==> src/rtl/alu_pkg.sv <==
// Shared definitions for the shared-ALU controller: default widths, ALU opcodes
// and the controller state encoding.
package alu_pkg;

  localparam int WIDTH_DEF = 4;
  localparam int OPW_DEF   = 3;

  localparam logic [2:0] OP_AND  = 3'd0;
  localparam logic [2:0] OP_OR   = 3'd1;
  localparam logic [2:0] OP_NAND = 3'd2;
  localparam logic [2:0] OP_NOR  = 3'd3;
  localparam logic [2:0] OP_XOR  = 3'd4;
  localparam logic [2:0] OP_ADD  = 3'd5;
  localparam logic [2:0] OP_SUB  = 3'd6;
  localparam logic [2:0] OP_PASS = 3'd7;

  typedef enum logic {
    ST_IDLE = 1'b0,
    ST_BUSY = 1'b1
  } state_t;

endpackage

==> src/rtl/alu_share_ctrl_rr_arb2.sv <==
// Two-input round-robin arbiter. The pointer names the favoured requester on a
// tie and moves to the loser whenever a grant is issued.
module rr_arb2 (
  input  logic       clk,
  input  logic       rst_n,
  input  logic [1:0] i_req,
  input  logic       i_en,
  output logic       o_vld,
  output logic       o_sel
);

  logic r_ptr;
  logic w_sel;

  always_comb begin
    w_sel = 1'b0;
    if (i_req == 2'b11) begin
      w_sel = r_ptr;
    end else if (i_req[1]) begin
      w_sel = 1'b1;
    end
  end

  assign o_vld = i_en & (|i_req);
  assign o_sel = w_sel;

  always_ff @(posedge clk or negedge rst_n) begin
    if (!rst_n) begin
      r_ptr <= 1'b0;
    end else if (o_vld) begin
      r_ptr <= ~w_sel;
    end
  end

endmodule

==> src/rtl/alu_share_ctrl.sv <==
// Shares one gate-level ALU between two requesters: round-robin grant, operand
// launch, fixed settle wait, then result capture and a done pulse to the winner.
module alu_share_ctrl
  import alu_pkg::*;
#(
  parameter int WIDTH   = WIDTH_DEF,
  parameter int OPW     = OPW_DEF,
  parameter int ALU_LAT = 2
) (
  input  logic             clk,
  input  logic             rst_n,
  input  logic             req0,
  input  logic             req1,
  input  logic [OPW-1:0]   op0,
  input  logic [OPW-1:0]   op1,
  input  logic [WIDTH-1:0] a0,
  input  logic [WIDTH-1:0] b0,
  input  logic [WIDTH-1:0] a1,
  input  logic [WIDTH-1:0] b1,
  output logic             gnt0,
  output logic             gnt1,
  output logic             done0,
  output logic             done1,
  output logic [WIDTH-1:0] result,
  output logic             carry,
  output logic             busy,
  output logic [OPW-1:0]   alu_op,
  output logic [WIDTH-1:0] alu_a,
  output logic [WIDTH-1:0] alu_b,
  input  logic [WIDTH-1:0] alu_y,
  input  logic             alu_cout
);

  localparam logic [3:0] LAT_M1 = 4'(ALU_LAT - 1);

  state_t           r_state;
  state_t           w_state_nxt;
  logic [3:0]       r_cnt;
  logic             r_owner;
  logic             r_gnt0;
  logic             r_gnt1;
  logic             r_done0;
  logic             r_done1;
  logic [WIDTH-1:0] r_result;
  logic             r_carry;
  logic [OPW-1:0]   r_alu_op;
  logic [WIDTH-1:0] r_alu_a;
  logic [WIDTH-1:0] r_alu_b;
  logic             w_grant;
  logic             w_sel;
  logic             w_finish;

  rr_arb2 u_arb (
    .clk   (clk),
    .rst_n (rst_n),
    .i_req ({req1, req0}),
    .i_en  (r_state == ST_IDLE),
    .o_vld (w_grant),
    .o_sel (w_sel)
  );

  assign w_finish = (r_state == ST_BUSY) && (r_cnt == 4'd0);

  always_ff @(posedge clk or negedge rst_n) begin
    if (!rst_n) begin
      r_state <= ST_IDLE;
    end else begin
      r_state <= w_state_nxt;
    end
  end

  always_comb begin
    w_state_nxt = r_state;
    case (r_state)
      ST_IDLE: if (w_grant)  w_state_nxt = ST_BUSY;
      ST_BUSY: if (w_finish) w_state_nxt = ST_IDLE;
      default:               w_state_nxt = ST_IDLE;
    endcase
  end

  // Pulses default low each cycle; ALU inputs only move on a grant.
  always_ff @(posedge clk or negedge rst_n) begin
    if (!rst_n) begin
      r_cnt    <= 4'd0;
      r_owner  <= 1'b0;
      r_gnt0   <= 1'b0;
      r_gnt1   <= 1'b0;
      r_done0  <= 1'b0;
      r_done1  <= 1'b0;
      r_result <= '0;
      r_carry  <= 1'b0;
      r_alu_op <= '0;
      r_alu_a  <= '0;
      r_alu_b  <= '0;
    end else begin
      r_gnt0  <= 1'b0;
      r_gnt1  <= 1'b0;
      r_done0 <= 1'b0;
      r_done1 <= 1'b0;
      if (w_grant) begin
        r_owner  <= w_sel;
        r_gnt0   <= ~w_sel;
        r_gnt1   <= w_sel;
        r_alu_op <= w_sel ? op1 : op0;
        r_alu_a  <= w_sel ? a1 : a0;
        r_alu_b  <= w_sel ? b1 : b0;
        r_cnt    <= LAT_M1;
      end else if (r_state == ST_BUSY) begin
        if (w_finish) begin
          r_result <= alu_y;
          r_carry  <= alu_cout;
          r_done0  <= ~r_owner;
          r_done1  <= r_owner;
        end else begin
          r_cnt <= r_cnt - 4'd1;
        end
      end
    end
  end

  assign gnt0   = r_gnt0;
  assign gnt1   = r_gnt1;
  assign done0  = r_done0;
  assign done1  = r_done1;
  assign result = r_result;
  assign carry  = r_carry;
  assign busy   = (r_state == ST_BUSY);
  assign alu_op = r_alu_op;
  assign alu_a  = r_alu_a;
  assign alu_b  = r_alu_b;

endmodule

==> config.mk <==
export PLATFORM = sky130hd
export DESIGN_NAME = alu_share_ctrl
export DESIGN_NICKNAME = d
export VERILOG_FILES = /design/src/rtl/alu_pkg.sv /design/src/rtl/alu_share_ctrl_rr_arb2.sv /design/src/rtl/alu_share_ctrl.sv
export SDC_FILE = /design/constraint.sdc
export NUM_CORES = 1
export LEC_CHECK = 0
export ABC_AREA = 1
export CAP_MARGIN = 15
export CELL_PAD_IN_SITES_DETAIL_PLACEMENT = 0
export CELL_PAD_IN_SITES_GLOBAL_PLACEMENT = 1
export CORE_MARGIN = 4
export CORE_UTILIZATION = 29
export DETAILED_ROUTE_END_ITERATION = 6
export PLACE_DENSITY_LB_ADDON = 0.1
export SLEW_MARGIN = 0
export SYNTH_ARGS = -nofsm -noshare
export SYNTH_HDL_FRONTEND = slang
export SYNTH_SLANG_ARGS = --single-unit
==> constraint.sdc <==
create_clock -name clk -period 1.45 [get_ports clk]
set_input_delay 0.29 -clock clk [delete_from_list [all_inputs] [get_ports clk]]
set_output_delay 0.29 -clock clk [all_outputs]
set_load 0.005 [all_outputs]
==> metrics.yaml, run 1 <==
fin_cells: 237
critPathMaxFanout: 2
synthTopCellsByArea: "dfrtp_1, nand2_1, nand3_1, o21ai_0, inv_1"
cts_root_buf: "clkbuf_8"
p_per_area_nw_per_um2: 1770
synthXorXnorAreaFrac_pct: 0.759
hp-class: "in2async"
syn_area_um2: 1150
synth_top_cells_by_count: "nand2_1, dfrtp_1, nand3_1, inv_1, o21ai_0"
gr-total-overflow: 0
dp_worst_setup_slack_ns: -0.251
cp_slowest_cell: "clkdlybuf4s50_1"
grt_pass1_wl_um: 4790
p_leak_uw: 0.000997
worst_pin_slew_ns: 0.352
dp_hpwl_um: 2090
cap_viol_max_count: 0
cts_tree: "built"
synthAdderAreaFrac_pct: 1.08
outcome: "complete, no violations"
via_count: 1046
critical_path_class: "reg2out"
io_buffers: 51
clock_path_buffers: 2
synth_ff_type: "dfrtp_1"
start_util_pct: 30.8
critPathMaxStageDelay_ns: 0.50
drtIter0Drc: 43
antenna_found_initial: 0
hold_violations: 0
io_pins: 52
crit_chain: "clkdlybuf4s50_1"
fin_nets: 222
cp-start-kind: "flip-flop"
yosys.cell_count.top_type: "nand2_1"
ys_seq_area_share_pct: 58.6
via_per_inst: 4.41
async_flop_share_pct: 100
fin_crit_ns: 1.41
drt_wl_total_um: 2920
drive_gt1_share_pct: 8.47
rows: 22
ir_drop_v: 0.000568
synth_nets: 162
yosysWarnings: 0
die-height_um: 71.1
htreeDepth: 1
muxShareOfSynthArea_pct: 0
synth_cell_type_count: 16
required_ns: 1.16
cp_data_arrival_time_ns: 1.12
critPathLaunch: "result[0]$_DFFE_PN0P_"
drc: 0
cp_top_family: "buffers and inverters"
synth_cells: 130
drt_pass1_iterations: 4
area_delta_synth_final_pct: 60.8
synth_area_leader_cell: "dfrtp_1"
end_kind: "output pin"
synth-simple-area-share_pct: 25.7
maxSlewViolCount: 0
die_area_um2: 5050
clk_latency_ns: 0.26
synth_top_family_by_area: "simple AND/OR/NAND/NOR gates"
core_area_um2: 3740
routedWlPerCell_um: 12.3
fin_crit_sh_pct: 97.6
chipWidth_um: 71.1
fmax_mhz: 707
insertedDiodeCount: 0
report.final.setup_viol: 0
placed_cells: 229
syn_avg_cell_area_um2: 8.87
layout_setup_ws_ns: 0.0353
skew_ns: 0.00654
ys_ff_latch: 27
synth_edf_count: 0
synth_compound_area_share_pct: 7.27
place_congestion: 0.740
path_buf_inv: 1
cts_made_buffers: 3
antenna_left: 0
track_usage_pct: 11.7
reg2reg_slack_ns: 0.14
synth_top_cell_area_share_pct: 58.6
hold_ws_ns: 0.400
grt_pass1_vias: 1043
relSlewSlack_pct: 76.6
grt_start_max_net_pins: 28
clock_sinks: 27
hold_buffers: 0
cts.reportedPaths.clkPinSlew_ns: 0.08
worstReg2RegStart: "r_cnt[0]$_DFFE_PN0P_"
rsz0062_at_grt: "no"
## worst register-to-register path: stages, from the launching register on
cell,delay [ns]
dfrtp_1,0.40
inv_1,0.11
ha_1,0.23
nand2_1,0.07
nand2_1,0.21
inv_1,0.06
nand3_1,0.08
nand2_1,0.05
## cells by family after synthesis
kind of cell    Yosys count
compound gates           13
xor+xnor                  1
buf+inv                  16
simple gates             72
fa+ha+maj                 1
flops                    27
## per-layer routing
metal,vias up,GRT usage [%],part of all wire [%],wire length (µm)
li1,523,-,-,-
met1,486,14.5,41,1190
met2,35,20.0,52,1520
met3,2,2.84,6.5,190
met4,0,3.97,0.79,23
met5,-,0,0,0
## power by group
part	leakage [µW]	internal [µW]	switching [µW]
Combinational	0.000639	861	724
Clock	0.0000228	196	218
Sequential	0.000335	1100	187
Total	0.000997	2160	1130
## metrics by stage
| stage | cell area [µm²] | setup TNS (ns) | power [µW] | util, % |
|---|---|---|---|---|
| CTS | 1780 | 0 | 3300 | 47.6 |
| floorplan | 1150 | 0 | 2020 | - |
| detailed placement | 1740 | -3.15 | 2870 | 46.4 |
| global placement | 1740 | -2.39 | 2830 | 46.4 |
| global route | 1860 | 0 | 3560 | 49.6 |
| finish | 1860 | 0 | 3290 | 49.6 |
## registers in the layout, summed over array words and instances, names as in the netlist
register,cells
alu_a,4
alu_b,4
busy,1
done0,1
r_cnt,4
alu_op,3
r_owner,1
done1,1
result,4
u_arb.r_ptr,1
gnt0,1
gnt1,1
carry,1
## repair_timing
action,4_1_cts,5_1_grt
buffers inserted,0,4
gates resized for setup,0,16
setup endpoints to repair,0,31
## layout by cell type (no fill, tap or decap)
cell type,instances
o21ai_0,9
nor2_4,1
inv_2,1
clkbuf_8,3
buf_4,7
nor2_2,1
buf_12,1
dfrtp_1,27
o21bai_1,2
clkdlybuf4s50_1,37
dlymetal6s2s_1,14
nand3_1,16
clkbuf_1,1
nand3_2,1
ha_1,1
a21boi_1,1
nor2_1,6
o21ai_4,1
nand2_1,47
inv_1,11
xnor2_1,1
## area by class of cell
class / count / area [µm²]
well taps: 48 / 60.1
fillers: 357 / 1890
clock buffers: 4 / 45.0
inverters: 12 / 45.0
repair buffers: 59 / 618
flip-flops and latches: 27 / 676
multi-input cells: 87 / 412
## final timing paths
kind / endpoint / cells after the start
worst min register to register: done0$_DFF_PN0_ / 1
min in group clk: done0$_DFF_PN0_ / 1
max in group asynchronous: alu_a[2]$_DFFE_PN0P_ / 2
worst max-delay path: result[0] / 1
worst max register to register: r_cnt[3]$_DFFE_PN0P_ / 7
worst min-delay path: result[2]$_DFFE_PN0P_ / 2
Note: power is estimated with default switching activity, not from simulation.
==> run 2, diff against run 1 <==
--- a/config.mk
+++ b/config.mk
@@ -9,6 +9,7 @@
 export CAP_MARGIN = 15
 export CELL_PAD_IN_SITES_DETAIL_PLACEMENT = 0
 export CELL_PAD_IN_SITES_GLOBAL_PLACEMENT = 1
+export CORE_ASPECT_RATIO = 0.9
 export CORE_MARGIN = 4
 export CORE_UTILIZATION = 29
 export DETAILED_ROUTE_END_ITERATION = 6
==> run 2 against run 1 <==
Compared with the run above: first-iteration DRC count shrank 58%; register-to-register slack is essentially flat; largest cell class unchanged; highest routed layer unchanged; global-route usage grew 0.58 points; sequential share of layout area shrank 0.10 points; final area grew 0.47%; via count grew 0.76%; fmax shrank 0.24%; critical path depth is the same; critical path type unchanged; largest power group unchanged; non-clock buffer count grew 1.
==> metrics.yaml, run 2 (synthesized netlist as in run 1, its figures left out) <==
outcome: "complete, no violations"
drc: 0  # unchanged
tns_ns: 0  # unchanged
critical_path_class: "reg2out"
rows: 21  # -4.5%
core_area_um2: 3780  # +1.1%
drt_wl_total_um: 2960  # +1.5%
routedWlPerCell_um: 12.6  # +2.0%
ir_drop_v: 0.000638  # +12%
antenna_left: 0  # unchanged
fin_crit_sh_pct: 97.8  # +0.23 points
via_per_inst: 4.47  # +1.2%
hp-class: "in2async"
antenna_found_initial: 0  # unchanged
hold_ws_ns: 0.355  # -0.0458 ns
mostFrequentLayoutCells: "nand2_1, clkdlybuf4s50_1, dfrtp_1"
hold_violations: 0  # unchanged
drtIter0Drc: 18  # -58%
cap_viol_max_count: 0  # unchanged
worst_pin_slew_ns: 0.325  # -0.0267 ns
cts_tree: "built"
io_pins: 52  # unchanged
relSlewSlack_pct: 78.3  # +1.7 points
clock_path_buffers: 2  # unchanged
gr-total-overflow: 0  # unchanged
track_usage_pct: 12.3  # +0.58 points
grt_pass1_vias: 1052  # +0.86%
insertedDiodeCount: 0  # unchanged
chipWidth_um: 74.5  # +4.8%
dp_worst_setup_slack_ns: -0.264  # -0.0127 ns
cp-start-kind: "flip-flop"
cts_root_buf: "clkbuf_8"
crit_chain: "clkdlybuf4s50_1"
hold_buffers: 0  # unchanged
skew_ns: 0.00114  # -0.00540 ns
critPathMaxStageDelay_ns: 0.50  # about the same
drt_pass1_iterations: 4  # unchanged
clock_sinks: 27  # unchanged
end_kind: "output pin"
maxSlewViolCount: 0  # unchanged
p_leak_uw: 0.000990  # -0.69%
start_util_pct: 30.5  # -0.33 points
critPathMaxFanout: 2  # unchanged
p_total_uw: 3260  # -0.66%
grt_pass1_wl_um: 4760  # -0.56%
area_delta_synth_final_pct: 61.6
clk_latency_ns: 0.27  # about the same
fin_nets: 223  # +0.45%
cts_made_buffers: 3  # unchanged
htreeDepth: 1  # unchanged
fmax_mhz: 705  # -0.24%
drive_gt1_share_pct: 10.0  # +1.5 points
cp_data_arrival_time_ns: 1.13  # about the same
layout_setup_ws_ns: 0.0320  # -0.00336 ns
via_count: 1054  # +0.76%
p_per_area_nw_per_um2: 1750  # -1.1%
io_buffers: 51  # unchanged
place_congestion: 0.728  # -1.6%
layout_commonest_cell: "nand2_1"
die-height_um: 67.8  # -4.6%
critical_path_depth: 1  # unchanged
r2r_cells: 7  # unchanged
report.final.setup_viol: 0  # unchanged
cts.reportedPaths.clkPinSlew_ns: 0.09  # about the same
dp_hpwl_um: 2140  # +2.3%
cp_slowest_cell: "clkdlybuf4s50_1"
grt_start_max_net_pins: 28  # unchanged
die_area_um2: 5050  # about the same
path_buf_inv: 1  # unchanged
fin_crit_ns: 1.42  # +0.00336 ns
required_ns: 1.16  # about the same
cp_top_family: "buffers and inverters"
-- run 2: report_power, final --
group	switching, µW	internal, µW
registers	180	1100
clock network	242	195
logic	719	828
-- run 2: path summary, 6_finish.rpt --
check / from / to / slack [ns]
worst min-delay path: rst_n / r_cnt[3]$_DFFE_PN0P_ / 0.35
max in group asynchronous: rst_n / busy$_DFF_PN0_ / 0.92
worst min register to register: r_owner$_DFFE_PN0P_ / done0$_DFF_PN0_ / 0.44
worst max register to register: r_cnt[0]$_DFFE_PN0P_ / r_cnt[3]$_DFFE_PN0P_ / 0.14
min in group clk: r_owner$_DFFE_PN0P_ / done0$_DFF_PN0_ / 0.44
worst max-delay path: result[1]$_DFFE_PN0P_ / result[1] / 0.03
-- run 2: cell type report --
cell class / instances / area, µm²
well taps: 46 / 57.6
fillers: 369 / 1920
inverters: 12 / 45.0
clock inverters: 1 / 7.51
repair buffers: 60 / 624
clock buffers: 3 / 41.3
multi-input cells: 87 / 412
flip-flops and latches: 27 / 677
-- run 2: routing by layer --
layer | vias up | share of wire (%) | track usage (%)
met4 | 0 | 0.44 | 2.00
met5 | - | 0 | 0
met3 | 2 | 6.3 | 3.82
met1 | 500 | 43 | 15.2
li1 | 527 | - | -
met2 | 25 | 50 | 21.5
-- run 2: per-stage QoR --
step / cells / util (%) / instance area [µm²]
6_report: 236 / 49.3 / 1860
5_1_grt: 236 / 49.3 / 1860
4_1_cts: 234 / 47.9 / 1810
3_5_place_dp: 228 / 46.3 / 1750
3_3_place_gp: 228 / 46.3 / 1750
2_1_floorplan: 130 / - / 1150
-- run 2: timing repair --
action / 4_1_cts / 5_1_grt
buffers inserted: 2 / 2
endpoints found under the setup margin: 6 / 32
resized for setup: 6 / 13
-- run 2: worst register-to-register path, cell delays in order, from the launching register on --
cell	delay, ns
dfrtp_1	0.40
inv_1	0.12
ha_1	0.23
nand2_1	0.07
nand2_1	0.20
inv_1	0.06
nand3_1	0.08
nand2_1	0.05
